--- src/rtl/ltpi_data_channel_target_pkg.sv ---
// Shared types and word-packing offsets for the LTPI data channel target path.
// Used by the target executor, the master-side packer and the bench.
package ltpi_data_channel_target_pkg;

   localparam int ADDR_W = 16;
   localparam int DATA_W = 32;
   localparam int TAG_W  = 4;
   localparam int BE_W   = DATA_W / 8;

   // Request word, LSB first: data, addr, be, cmd, tag
   localparam int REQ_DATA_LSB = 0;
   localparam int REQ_ADDR_LSB = REQ_DATA_LSB + DATA_W;
   localparam int REQ_BE_LSB   = REQ_ADDR_LSB + ADDR_W;
   localparam int REQ_CMD_LSB  = REQ_BE_LSB + BE_W;
   localparam int REQ_TAG_LSB  = REQ_CMD_LSB + 2;
   localparam int REQ_W        = REQ_TAG_LSB + TAG_W;

   // Response word, LSB first: data, status, tag
   localparam int RESP_DATA_LSB   = 0;
   localparam int RESP_STATUS_LSB = RESP_DATA_LSB + DATA_W;
   localparam int RESP_TAG_LSB    = RESP_STATUS_LSB + 2;
   localparam int RESP_W          = RESP_TAG_LSB + TAG_W;

   typedef enum logic [1:0] {
      CMD_READ  = 2'b00,
      CMD_WRITE = 2'b01
   } cmd_e;

   typedef enum logic [1:0] {
      ST_OK          = 2'b00,
      ST_TIMEOUT     = 2'b01,
      ST_UNSUPPORTED = 2'b10
   } status_e;

   typedef enum logic [2:0] {
      S_IDLE   = 3'd0,
      S_FETCH  = 3'd1,
      S_BUS    = 3'd2,
      S_RDWAIT = 3'd3,
      S_RESP   = 3'd4
   } state_e;

   function automatic logic [REQ_W-1:0] pack_req(
      input logic [TAG_W-1:0]  tag,
      input logic [1:0]        cmd,
      input logic [BE_W-1:0]   be,
      input logic [ADDR_W-1:0] addr,
      input logic [DATA_W-1:0] data
   );
      return {tag, cmd, be, addr, data};
   endfunction

endpackage

--- src/rtl/ltpi_data_channel_target_executor.sv ---
// Pops request words from the target FIFO, runs each as one Avalon-MM
// transaction and pushes one response word per request, strictly in order.
module ltpi_data_channel_target_executor
   import ltpi_data_channel_target_pkg::*;
#(
   parameter int ADDR_WIDTH     = ADDR_W,
   parameter int DATA_WIDTH     = DATA_W,
   parameter int TAG_WIDTH      = TAG_W,
   parameter int TIMEOUT_CYCLES = 255,
   parameter int REQ_WIDTH      = TAG_WIDTH + 2 + DATA_WIDTH/8 + ADDR_WIDTH + DATA_WIDTH,
   parameter int RESP_WIDTH     = TAG_WIDTH + 2 + DATA_WIDTH
) (
   input  logic                      clk,
   input  logic                      reset,
   input  logic [REQ_WIDTH-1:0]      req_rd_data,
   input  logic                      req_empty,
   output logic                      req_rd_req,
   output logic [RESP_WIDTH-1:0]     resp_wr_data,
   output logic                      resp_wr_req,
   input  logic                      resp_full,
   output logic [ADDR_WIDTH-1:0]     avmm_address,
   output logic                      avmm_read,
   output logic                      avmm_write,
   output logic [DATA_WIDTH-1:0]     avmm_writedata,
   output logic [DATA_WIDTH/8-1:0]   avmm_byteenable,
   input  logic                      avmm_waitrequest,
   input  logic [DATA_WIDTH-1:0]     avmm_readdata,
   input  logic                      avmm_readdatavalid,
   output logic                      busy
);

   localparam int BE_WIDTH  = DATA_WIDTH / 8;
   localparam int Q_ADDR    = DATA_WIDTH;
   localparam int Q_BE      = Q_ADDR + ADDR_WIDTH;
   localparam int Q_CMD     = Q_BE + BE_WIDTH;
   localparam int Q_TAG     = Q_CMD + 2;
   localparam int CNT_WIDTH = ($clog2(TIMEOUT_CYCLES + 1) > 8) ? $clog2(TIMEOUT_CYCLES + 1) : 8;
   localparam logic [CNT_WIDTH-1:0] CNT_LAST = CNT_WIDTH'(TIMEOUT_CYCLES - 1);
   localparam logic [CNT_WIDTH-1:0] CNT_ONE  = CNT_WIDTH'(1);

   state_e                  state_q;
   logic [TAG_WIDTH-1:0]    tag_q;
   status_e                 status_q;
   logic [ADDR_WIDTH-1:0]   addr_q;
   logic [DATA_WIDTH-1:0]   wdata_q;
   logic [BE_WIDTH-1:0]     be_q;
   logic [DATA_WIDTH-1:0]   rdata_q;
   logic                    is_read_q;
   logic                    avmm_read_q;
   logic                    avmm_write_q;
   logic                    resp_wr_req_q;
   logic [CNT_WIDTH-1:0]    cnt_q;
   logic [1:0]              cmd_s;
   logic                    timeout_s;

   assign cmd_s     = req_rd_data[Q_CMD +: 2];
   assign timeout_s = (cnt_q >= CNT_LAST);

   // The pop is decoded straight from IDLE so the non-showahead q lands in FETCH.
   assign req_rd_req      = reset && (state_q == S_IDLE) && !req_empty;
   assign resp_wr_data    = {tag_q, status_q, rdata_q};
   assign resp_wr_req     = resp_wr_req_q;
   assign avmm_address    = addr_q;
   assign avmm_read       = avmm_read_q;
   assign avmm_write      = avmm_write_q;
   assign avmm_writedata  = wdata_q;
   assign avmm_byteenable = be_q;
   assign busy            = (state_q != S_IDLE);

   // Request sequencer: fetch, bus phase with timeout, response push.
   always_ff @(posedge clk or negedge reset) begin
      if (!reset) begin
         state_q       <= S_IDLE;
         tag_q         <= '0;
         status_q      <= ST_OK;
         addr_q        <= '0;
         wdata_q       <= '0;
         be_q          <= '0;
         rdata_q       <= '0;
         is_read_q     <= 1'b0;
         avmm_read_q   <= 1'b0;
         avmm_write_q  <= 1'b0;
         resp_wr_req_q <= 1'b0;
         cnt_q         <= '0;
      end else begin
         resp_wr_req_q <= 1'b0;
         case (state_q)
            S_IDLE: begin
               if (req_rd_req) begin
                  state_q <= S_FETCH;
               end else begin
                  state_q <= S_IDLE;
               end
            end
            S_FETCH: begin
               tag_q    <= req_rd_data[Q_TAG +: TAG_WIDTH];
               addr_q   <= req_rd_data[Q_ADDR +: ADDR_WIDTH];
               be_q     <= req_rd_data[Q_BE +: BE_WIDTH];
               wdata_q  <= req_rd_data[DATA_WIDTH-1:0];
               rdata_q  <= '0;
               cnt_q    <= '0;
               status_q <= ST_OK;
               case (cmd_s)
                  CMD_READ: begin
                     is_read_q   <= 1'b1;
                     avmm_read_q <= 1'b1;
                     state_q     <= S_BUS;
                  end
                  CMD_WRITE: begin
                     is_read_q    <= 1'b0;
                     avmm_write_q <= 1'b1;
                     state_q      <= S_BUS;
                  end
                  default: begin
                     is_read_q <= 1'b0;
                     status_q  <= ST_UNSUPPORTED;
                     state_q   <= S_RESP;
                  end
               endcase
            end
            S_BUS: begin
               cnt_q <= cnt_q + CNT_ONE;
               if (!avmm_waitrequest) begin
                  avmm_read_q  <= 1'b0;
                  avmm_write_q <= 1'b0;
                  if (!is_read_q) begin
                     state_q <= S_RESP;
                  end else if (avmm_readdatavalid) begin
                     rdata_q <= avmm_readdata;
                     state_q <= S_RESP;
                  end else begin
                     state_q <= S_RDWAIT;
                  end
               end else if (timeout_s) begin
                  avmm_read_q  <= 1'b0;
                  avmm_write_q <= 1'b0;
                  status_q     <= ST_TIMEOUT;
                  state_q      <= S_RESP;
               end else begin
                  state_q <= S_BUS;
               end
            end
            S_RDWAIT: begin
               cnt_q <= cnt_q + CNT_ONE;
               if (avmm_readdatavalid) begin
                  rdata_q <= avmm_readdata;
                  state_q <= S_RESP;
               end else if (timeout_s) begin
                  status_q <= ST_TIMEOUT;
                  state_q  <= S_RESP;
               end else begin
                  state_q <= S_RDWAIT;
               end
            end
            S_RESP: begin
               if (!resp_full) begin
                  resp_wr_req_q <= 1'b1;
                  state_q       <= S_IDLE;
               end else begin
                  state_q <= S_RESP;
               end
            end
            default: begin
               avmm_read_q  <= 1'b0;
               avmm_write_q <= 1'b0;
               state_q      <= S_IDLE;
            end
         endcase
      end
   end

endmodule
--- config.mk ---
export PLATFORM = sky130hd
export DESIGN_NAME = ltpi_data_channel_target_executor
export DESIGN_NICKNAME = d
export VERILOG_FILES = /design/src/rtl/ltpi_data_channel_target_pkg.sv /design/src/rtl/ltpi_data_channel_target_executor.sv
export SDC_FILE = /design/constraint.sdc
export NUM_CORES = 1
export LEC_CHECK = 0
export ABC_AREA = 1
export CAP_MARGIN = 20
export CORE_AREA = 2 2 110 112
export CTS_CLUSTER_DIAMETER = 50
export DETAILED_ROUTE_END_ITERATION = 7
export DIE_AREA = 0 0 112 114
export HOLD_SLACK_MARGIN = 0.02
export PLACE_DENSITY_LB_ADDON = 0.05
export SYNTH_ARGS = -nofsm -noshare
export SYNTH_HDL_FRONTEND = slang
export SYNTH_SLANG_ARGS = --single-unit
--- constraint.sdc ---
create_clock -name clk -period 1.2 [get_ports clk]
set_input_delay 0.36 -clock clk [delete_from_list [all_inputs] [get_ports clk]]
set_output_delay 0.36 -clock clk [all_outputs]
set_load 0.02 [all_outputs]
==> metrics.md, run 1 <==
| Metric | Value |
|---|---|
| H-tree Lvls | 3 |
| Die area | around 13000 um2 |
| Leakage power | between 4 and 5 nW |
| Area delta synth->final | 101.7% |
| Total Routed Length | 15170 um |
| Synth Net Count | between 500 and 600 |
| Type of the worst setup path | register to register |
| Slew HR | 0.4392 |
| R2R cell count | 10 |
| Worst Path Required | about 1.4 ns |
| Die Ht | about 110 um |
| Arrival @ worst endpoint | approximately 1.8 ns |
| Mean Syn Cell Area | around 8.6 um2 |
| First-pass GRT wire length | roughly 22000 um |
| Fraction of layout cells with a size suffix above 1 | 0.4604 |
| Worst vdd ir | between 1.5 and 2 mV |
| Slew Limit Fails | 0 |
| P per Cell Area | approximately 2800 nW/um2 |
| Slowest cell delay on critical path | about 0.40 ns |
| Tcrit/Tclk final | 1.300 |
| Vias in the first global route | 4300 |
| FMAX | 641.2 MHz |
| Synth unique cells | 24 |
| Starting Density | 0.3663 |
| CP endpoint kind | register |
| Clock Skews | approximately 0.008 ns |
| Via count | about 4500 |
| Reg2reg setup slack | -0.36 ns |
| Max-cap violations | 0 |
| Area of the multi-input gates | 2043 um2 |
| Unrepaired setup endpoints after global routing | yes |
| Core area | around 12000 um2 |
| DRC | 0 |
| Register area share after synthesis | 0.6124 |
| Crit-path cells | buf_6 -> clkinv_8 -> nand2_8 -> nor2_4 -> buf_12 -> inv_16 -> buf_12 -> clkbuf_16 -> nand2_2 -> nand2_1 |
| CTS Sinks | between 100 and 150 |
| Slowest cell on the critical path | dfrtp_1 |
| Final #Nets | between 900 and 1000 |
| Overall routing resource usage | 0.2173 |
| Row count | 40 |
| Antenna Cells | 0 |
| Critical Path Start Type | register |
| Filler cell count | 873 |
| Worst Hold Class | input pin to async pin |
| CTS root buf | clkbuf_16 |
| Synth Instances | 500 |
| Post-route worst setup slack | -0.3596 ns |
| Worst Path Buf+Inv | 6 |
| Remaining global-route overflow | 0 |
| Endpoints failing hold | 0 |
| Violated checks | negative setup slack |
| Post-DR vias/cell | between 4 and 5 |
| TritonRoute pass-1 iters | 4 |
| Worst skew pair latency | about 0.35 ns |
| DR top layer | met4 |
| Crit path max fanout | 7 |
| Outcome | finished, violations left |
| Crit path top cell by count | buf_12 |
| Tightest Pin Transition | about 0.84 ns |
| #FFs+latches synth | 105 |
| Port-buffer cells | 190 |
| Hold_buf cts | 0 |
| Reg2reg end | avmm_address[15] |
| Hold Slack | 0.1782 ns |
| R2r startpoint | state_q[2] |
| Largest net degree at the start of global routing | 66 |
| CTS max path bufs | 2 |
| Fin util | 0.7390 |
| DRT iter0 DRCs | around 140 |
| CTS tree | yes |
| Yosys Warn Count | 0 |
| Post-route ant nets | 0 |
| Total CTS buffers | 9 |
| Routed wl met3 | around 970 um |
| Metal-1 WL | 5700 um |
| Detailed Place HPWL | around 8200 um |
| Metal2 WL | just over 8000 um |
| Reg area | between 2000 and 3000 um2 |
| Post-layout min period | 1.560 ns |
| Final setup viols | roughly 190 |
| Crit path max-delay family | buffers and inverters |
| I/O pin count | ~190 |
| Area of the mapped netlist | ~4300 um2 |
| Reg clk slew, reported paths | ~0.07 ns |
| Drt wl/cell | approximately 16 um |
| Cell depth of the worst setup path | 10 |
| Die width | approximately 110 um |
| Placer congestion estimate | 0.7772 |
| Initial antenna violation count | 0 |
## through the flow
step	power [W]	TNS (ns)	instance area [um2]	setup slack (ns)	std cells
after detailed placement	0.01518	-37.32	6608	-0.8005	853
after floorplan	0.01061	-2.508	4337	-0.05554	500
after global placement	0.01503	-37.19	6608	-0.7764	853
after CTS	0.02113	-29.99	7695	-0.3064	903
after global routing	0.02534	-38.10	8655	-0.4173	955
final	0.02404	-29.77	8655	-0.3596	955
## area by class of cell
cell class	instances	share of cell area
Timing Repair Buffer	314	0.3924
Sequential cell	105	0.3037
Multi-Input combinational cell	354	0.2361
Clock buffer	11	0.02805
Tap cell	147	0.02125
Inverter	19	0.01214
Clock inverter	5	0.006361
## what timing repair did
action | CTS | global route
pin swaps | 9 | 29
gates resized for setup | 613 | 169
cloned | 12 | 5
setup buffers | 22 | 53
setup endpoints to repair | 198 | 199
## layer usage
| metal | track usage | vias to the layer above |
|---|---|---|
| li1 | - | 2171 |
| met1 | 0.2471 | 2143 |
| met2 | 0.3871 | 121 |
| met3 | 0.07173 | 24 |
| met4 | 0.07317 | 0 |
| met5 | 0 | - |
## worst max path at each step
| stage | from | end |
|---|---|---|
| 6_report | state_q[2] | avmm_address[15] |
| 5_1_grt | state_q[2] | avmm_address[15] |
| 4_1_cts | state_q[1] | req_rd_req |
| 3_5_place_dp | req_empty | req_rd_req |
| 3_3_place_gp | req_empty | req_rd_req |
| 2_1_floorplan | state_q[2] | status_q[0] |
## synthesized netlist by cell type (all sizes together)
cell type	number	area share
a21oi	3	0.0035
buf	9	0.016
clkbuf	13	0.012
dfrtp	105	0.61
ha	2	0.0058
inv	19	0.017
mux2i	1	0.0023
nand2	268	0.24
nand3	14	0.019
nand4	4	0.0058
nor2	17	0.017
nor3	2	0.0023
nor4	1	0.0015
o21ai	42	0.050
## cells by family (layout without fill, tap and decap cells)
logic type      Yosys count  after routing  share of synthesized area
buf+inv                  41            349                    0.04432
flops                   105            105                     0.6124
mux                       1              1                   0.002333
compound gates           45             45                    0.05337
simple gates            306            306                     0.2817
fa+ha+maj                 2              2                   0.005832
## state kept, by name, summed over array words and instances, names as in the netlist
register	flops
avmm_write	1
is_read_q	1
rdata_q	32
resp_wr_req	1
avmm_address	16
state_q	3
cnt_q	8
avmm_writedata	32
tag_q	4
avmm_byteenable	4
avmm_read	1
status_q	2
## placed cells by master, fill, tap and decap left out, types with 2 or more instances in the layout
| cell type | instances |
|---|---|
| o21ai_4 | 2 |
| inv_2 | 3 |
| o21ai_2 | 19 |
| buf_16 | 8 |
| buf_8 | 5 |
| a21oi_2 | 2 |
| buf_4 | 84 |
| nand3_4 | 3 |
| dfrtp_1 | 104 |
| clkdlybuf4s50_1 | 93 |
| nand2_1 | 179 |
| nand2_2 | 63 |
| clkbuf_16 | 13 |
| nand2_8 | 2 |
| nand3_2 | 5 |
| nor2_1 | 9 |
| clkinv_2 | 2 |
| clkinvlp_4 | 2 |
| nand4_1 | 4 |
| nor3_1 | 2 |
| inv_1 | 12 |
| buf_6 | 107 |
| o21ai_1 | 18 |
| nand2_4 | 24 |
| inv_4 | 2 |
| nor2_4 | 7 |
| buf_12 | 11 |
| nand3_1 | 6 |
| o21ai_0 | 3 |
## worst min-delay path: cells and delay by family
family,cells,cell delay [ns]
buffers and inverters,3,0.62
## report_power, final
| group | switching, W | total, W | internal [W] | leakage (nW) |
|---|---|---|---|---|
| Clock | 0.00132 | 0.00299 | 0.00167 | 0.142 |
| Sequential | 0.00126 | 0.00633 | 0.00508 | 1.36 |
| Combinational | 0.00697 | 0.0147 | 0.00774 | 2.72 |
| Total | 0.00955 | 0.0240 | 0.0145 | 4.22 |
No activity file was read; power rests on OpenSTA's default activity.
==> run 2, diff against run 1 <==
- SETUP_SLACK_MARGIN: default -> 0.3
==> metrics.md, run 2 (synthesized netlist as in run 1, its figures left out) <==
| Metric | Value |
|---|---|
| Via count | 4479 (was 4459) |
| Antenna Cells | 0 (unchanged) |
| Post-layout min period | 1.578 ns (was 1.560 ns) |
| Detailed Place HPWL | 8170 um (was 8242 um) |
| Crit path max-delay family | buffers and inverters (unchanged) |
| Vias in the first global route | 4091 (was 4300) |
| R2R cell count | 8 (was 10) |
| Die width | 112 um (unchanged) |
| Starting Density | 0.3663 (unchanged) |
| Overall routing resource usage | 0.1994 (was 0.2173) |
| Final setup viols | 197 (was 194) |
| Die Ht | 114 um (unchanged) |
| Endpoints failing hold | 0 (unchanged) |
| Die area | 12770 um2 (unchanged) |
| Hold Slack | 0.1628 ns (was 0.1782 ns) |
| CP endpoint kind | register (unchanged) |
| Hold_buf cts | 0 (unchanged) |
| FMAX | 633.8 MHz (was 641.2 MHz) |
| Area delta synth->final | 98.86% (was 101.7%) |
| Post-DR vias/cell | 4.700 (was 4.669) |
| Most frequent cells in the layout | nand2_1, buf_6, dfrtp_1, clkdlybuf4s50_1, buf_4 (unchanged) |
| Filler cell count | 889 (was 873) |
| Arrival @ worst endpoint | 1.81 ns (was 1.80 ns) |
| Worst Hold Class | input pin to async pin (unchanged) |
| Fraction of layout cells with a size suffix above 1 | 0.4268 (was 0.4604) |
| Clock Skews | 0.01191 ns (was 0.008205 ns) |
| Type of the worst setup path | register to register (unchanged) |
| Port-buffer cells | 190 (unchanged) |
| Final #Nets | 899 (was 901) |
| Max-cap violations | 0 (unchanged) |
| Reg clk slew, reported paths | 0.07 ns (about the same) |
| P per Cell Area | 2767 nW/um2 (was 2778 nW/um2) |
| CTS max path bufs | 2 (unchanged) |
| CTS root buf | clkbuf_16 (unchanged) |
| Drt wl/cell | 15.27 um (was 15.89 um) |
| Worst Path Buf+Inv | 5 (was 6) |
| Reg2reg setup slack | -0.38 ns (was -0.36 ns) |
| Post-route ant nets | 0 (unchanged) |
| Largest net degree at the start of global routing | 64 (was 66) |
| Post-route worst setup slack | -0.3777 ns (was -0.3596 ns) |
| Remaining global-route overflow | 0 (unchanged) |
| Slowest cell delay on critical path | 0.41 ns (was 0.40 ns) |
| Total Routed Length | 14560 um (was 15170 um) |
| H-tree Lvls | 3 (unchanged) |
| Slew HR | 0.6055 (was 0.4392) |
| I/O pin count | 191 (unchanged) |
| Core area | 11710 um2 (unchanged) |
| Worst Path Required | 1.43 ns (was 1.44 ns) |
| R2r startpoint | state_q[1] (was state_q[2]) |
| First-pass GRT wire length | 20330 um (was 21710 um) |
| DRT iter0 DRCs | 135 (was 143) |
| Tightest Pin Transition | 0.5917 ns (was 0.8413 ns) |
| Violated checks | negative setup slack (unchanged) |
| Most common cell after layout, fill and taps aside | nand2_1 (unchanged) |
| DRC | 0 (unchanged) |
| CTS tree | yes (unchanged) |
| Row count | 40 (unchanged) |
| Leakage power | 4.191 nW (was 4.222 nW) |
| Outcome | finished, violations left (unchanged) |
| Initial antenna violation count | 0 (unchanged) |
| Slowest cell on the critical path | dfrtp_1 (unchanged) |
| Reg2reg end | tag_q[3] (was avmm_address[15]) |
| Crit-path cells | buf_6 -> buf_4 -> nor2_4 -> clkinv_4 -> clkbuf_16 -> clkbuf_16 -> nand2_1 -> nand2_1 (was buf_6 -> clkinv_8 -> nand2_8 -> nor2_4 -> buf_12 -> inv_16 -> buf_12 -> clkbuf_16 -> nand2_2 -> nand2_1) |
| Worst skew pair latency | 0.35 ns (about the same) |
| Final setup TNS | -33.30 ns (was -29.77 ns) |
| Critical Path Start Type | register (unchanged) |
| Worst vdd ir | 1.601 mV (was 1.644 mV) |
| TritonRoute pass-1 iters | 4 (unchanged) |
| Crit path max fanout | 5 (was 7) |
| Total CTS buffers | 9 (unchanged) |
| Placer congestion estimate | 0.7828 (was 0.7772) |
| Tcrit/Tclk final | 1.315 (was 1.300) |
| Slew Limit Fails | 0 (unchanged) |
| Unrepaired setup endpoints after global routing | yes (unchanged) |
| CTS Sinks | 105 (unchanged) |
-- run 2: area by class of cell --
class | instances | area (um2) | share of cell area
Sequential cell | 105 | 2628 | 0.3080
Tap cell | 147 | 183.9 | 0.02156
Clock inverter | 5 | 80.08 | 0.009386
Multi-Input combinational cell | 354 | 1847 | 0.2165
Timing Repair Buffer | 312 | 3477 | 0.4075
Clock buffer | 11 | 232.7 | 0.02728
Inverter | 19 | 83.83 | 0.009825
-- run 2: worst max-delay path by stage --
stage	start	end	slack, ns	depth (start not counted)
after floorplan	state_q[2]	status_q[0]	-0.05	9
after global placement	req_empty	req_rd_req	-0.79	5
after detailed placement	req_empty	req_rd_req	-0.80	5
after CTS	state_q[2]	busy	-0.34	4
after global routing	state_q[2]	rdata_q[10]	-0.43	11
final	state_q[1]	tag_q[3]	-0.38	8
-- run 2: repair_timing --
| item | CTS | global route |
|---|---|---|
| resized for setup | 594 | 137 |
| pin swaps | 7 | 29 |
| buffers inserted | 21 | 39 |
| endpoints found under the setup margin | 200 | 263 |
| cloned | 7 | 14 |
-- run 2: routing by layer --
| layer | share of wire | up-vias | global-route usage | routed length (um) |
|---|---|---|---|---|
| met4 | 0.021 | 0 | 0.07561 | 300 |
| met2 | 0.52 | 127 | 0.3261 | 7501 |
| met1 | 0.40 | 2160 | 0.2481 | 5802 |
| met5 | 0 | - | 0 | 0 |
| met3 | 0.065 | 22 | 0.06589 | 952 |
| li1 | - | 2170 | - | - |
-- run 2: worst reg2reg max path, cell delays in order, from the launching register on --
cell,delay [ns]
dfrtp_1,0.41
buf_6,0.15
buf_4,0.14
nor2_4,0.18
clkinv_4,0.12
clkbuf_16,0.18
clkbuf_16,0.16
nand2_1,0.07
nand2_1,0.06
-- run 2: stage by stage --
| step | instances | instance area [um2] | utilization | setup WS (ns) | power [W] |
|---|---|---|---|---|---|
| after floorplan | 500 | 4348 | - | -0.05499 | 0.01064 |
| after global placement | 856 | 6635 | 0.5666 | -0.7870 | 0.01507 |
| after detailed placement | 856 | 6635 | 0.5666 | -0.8039 | 0.01521 |
| after CTS | 900 | 7507 | 0.6410 | -0.3352 | 0.02076 |
| after global routing | 953 | 8532 | 0.7285 | -0.4349 | 0.02485 |
| final | 953 | 8532 | 0.7285 | -0.3777 | 0.02361 |
-- run 2: where the power goes --
group          internal (W)  switching, W
logic               0.00768       0.00651
clock network       0.00183       0.00129
registers           0.00508       0.00122
total                0.0146       0.00902
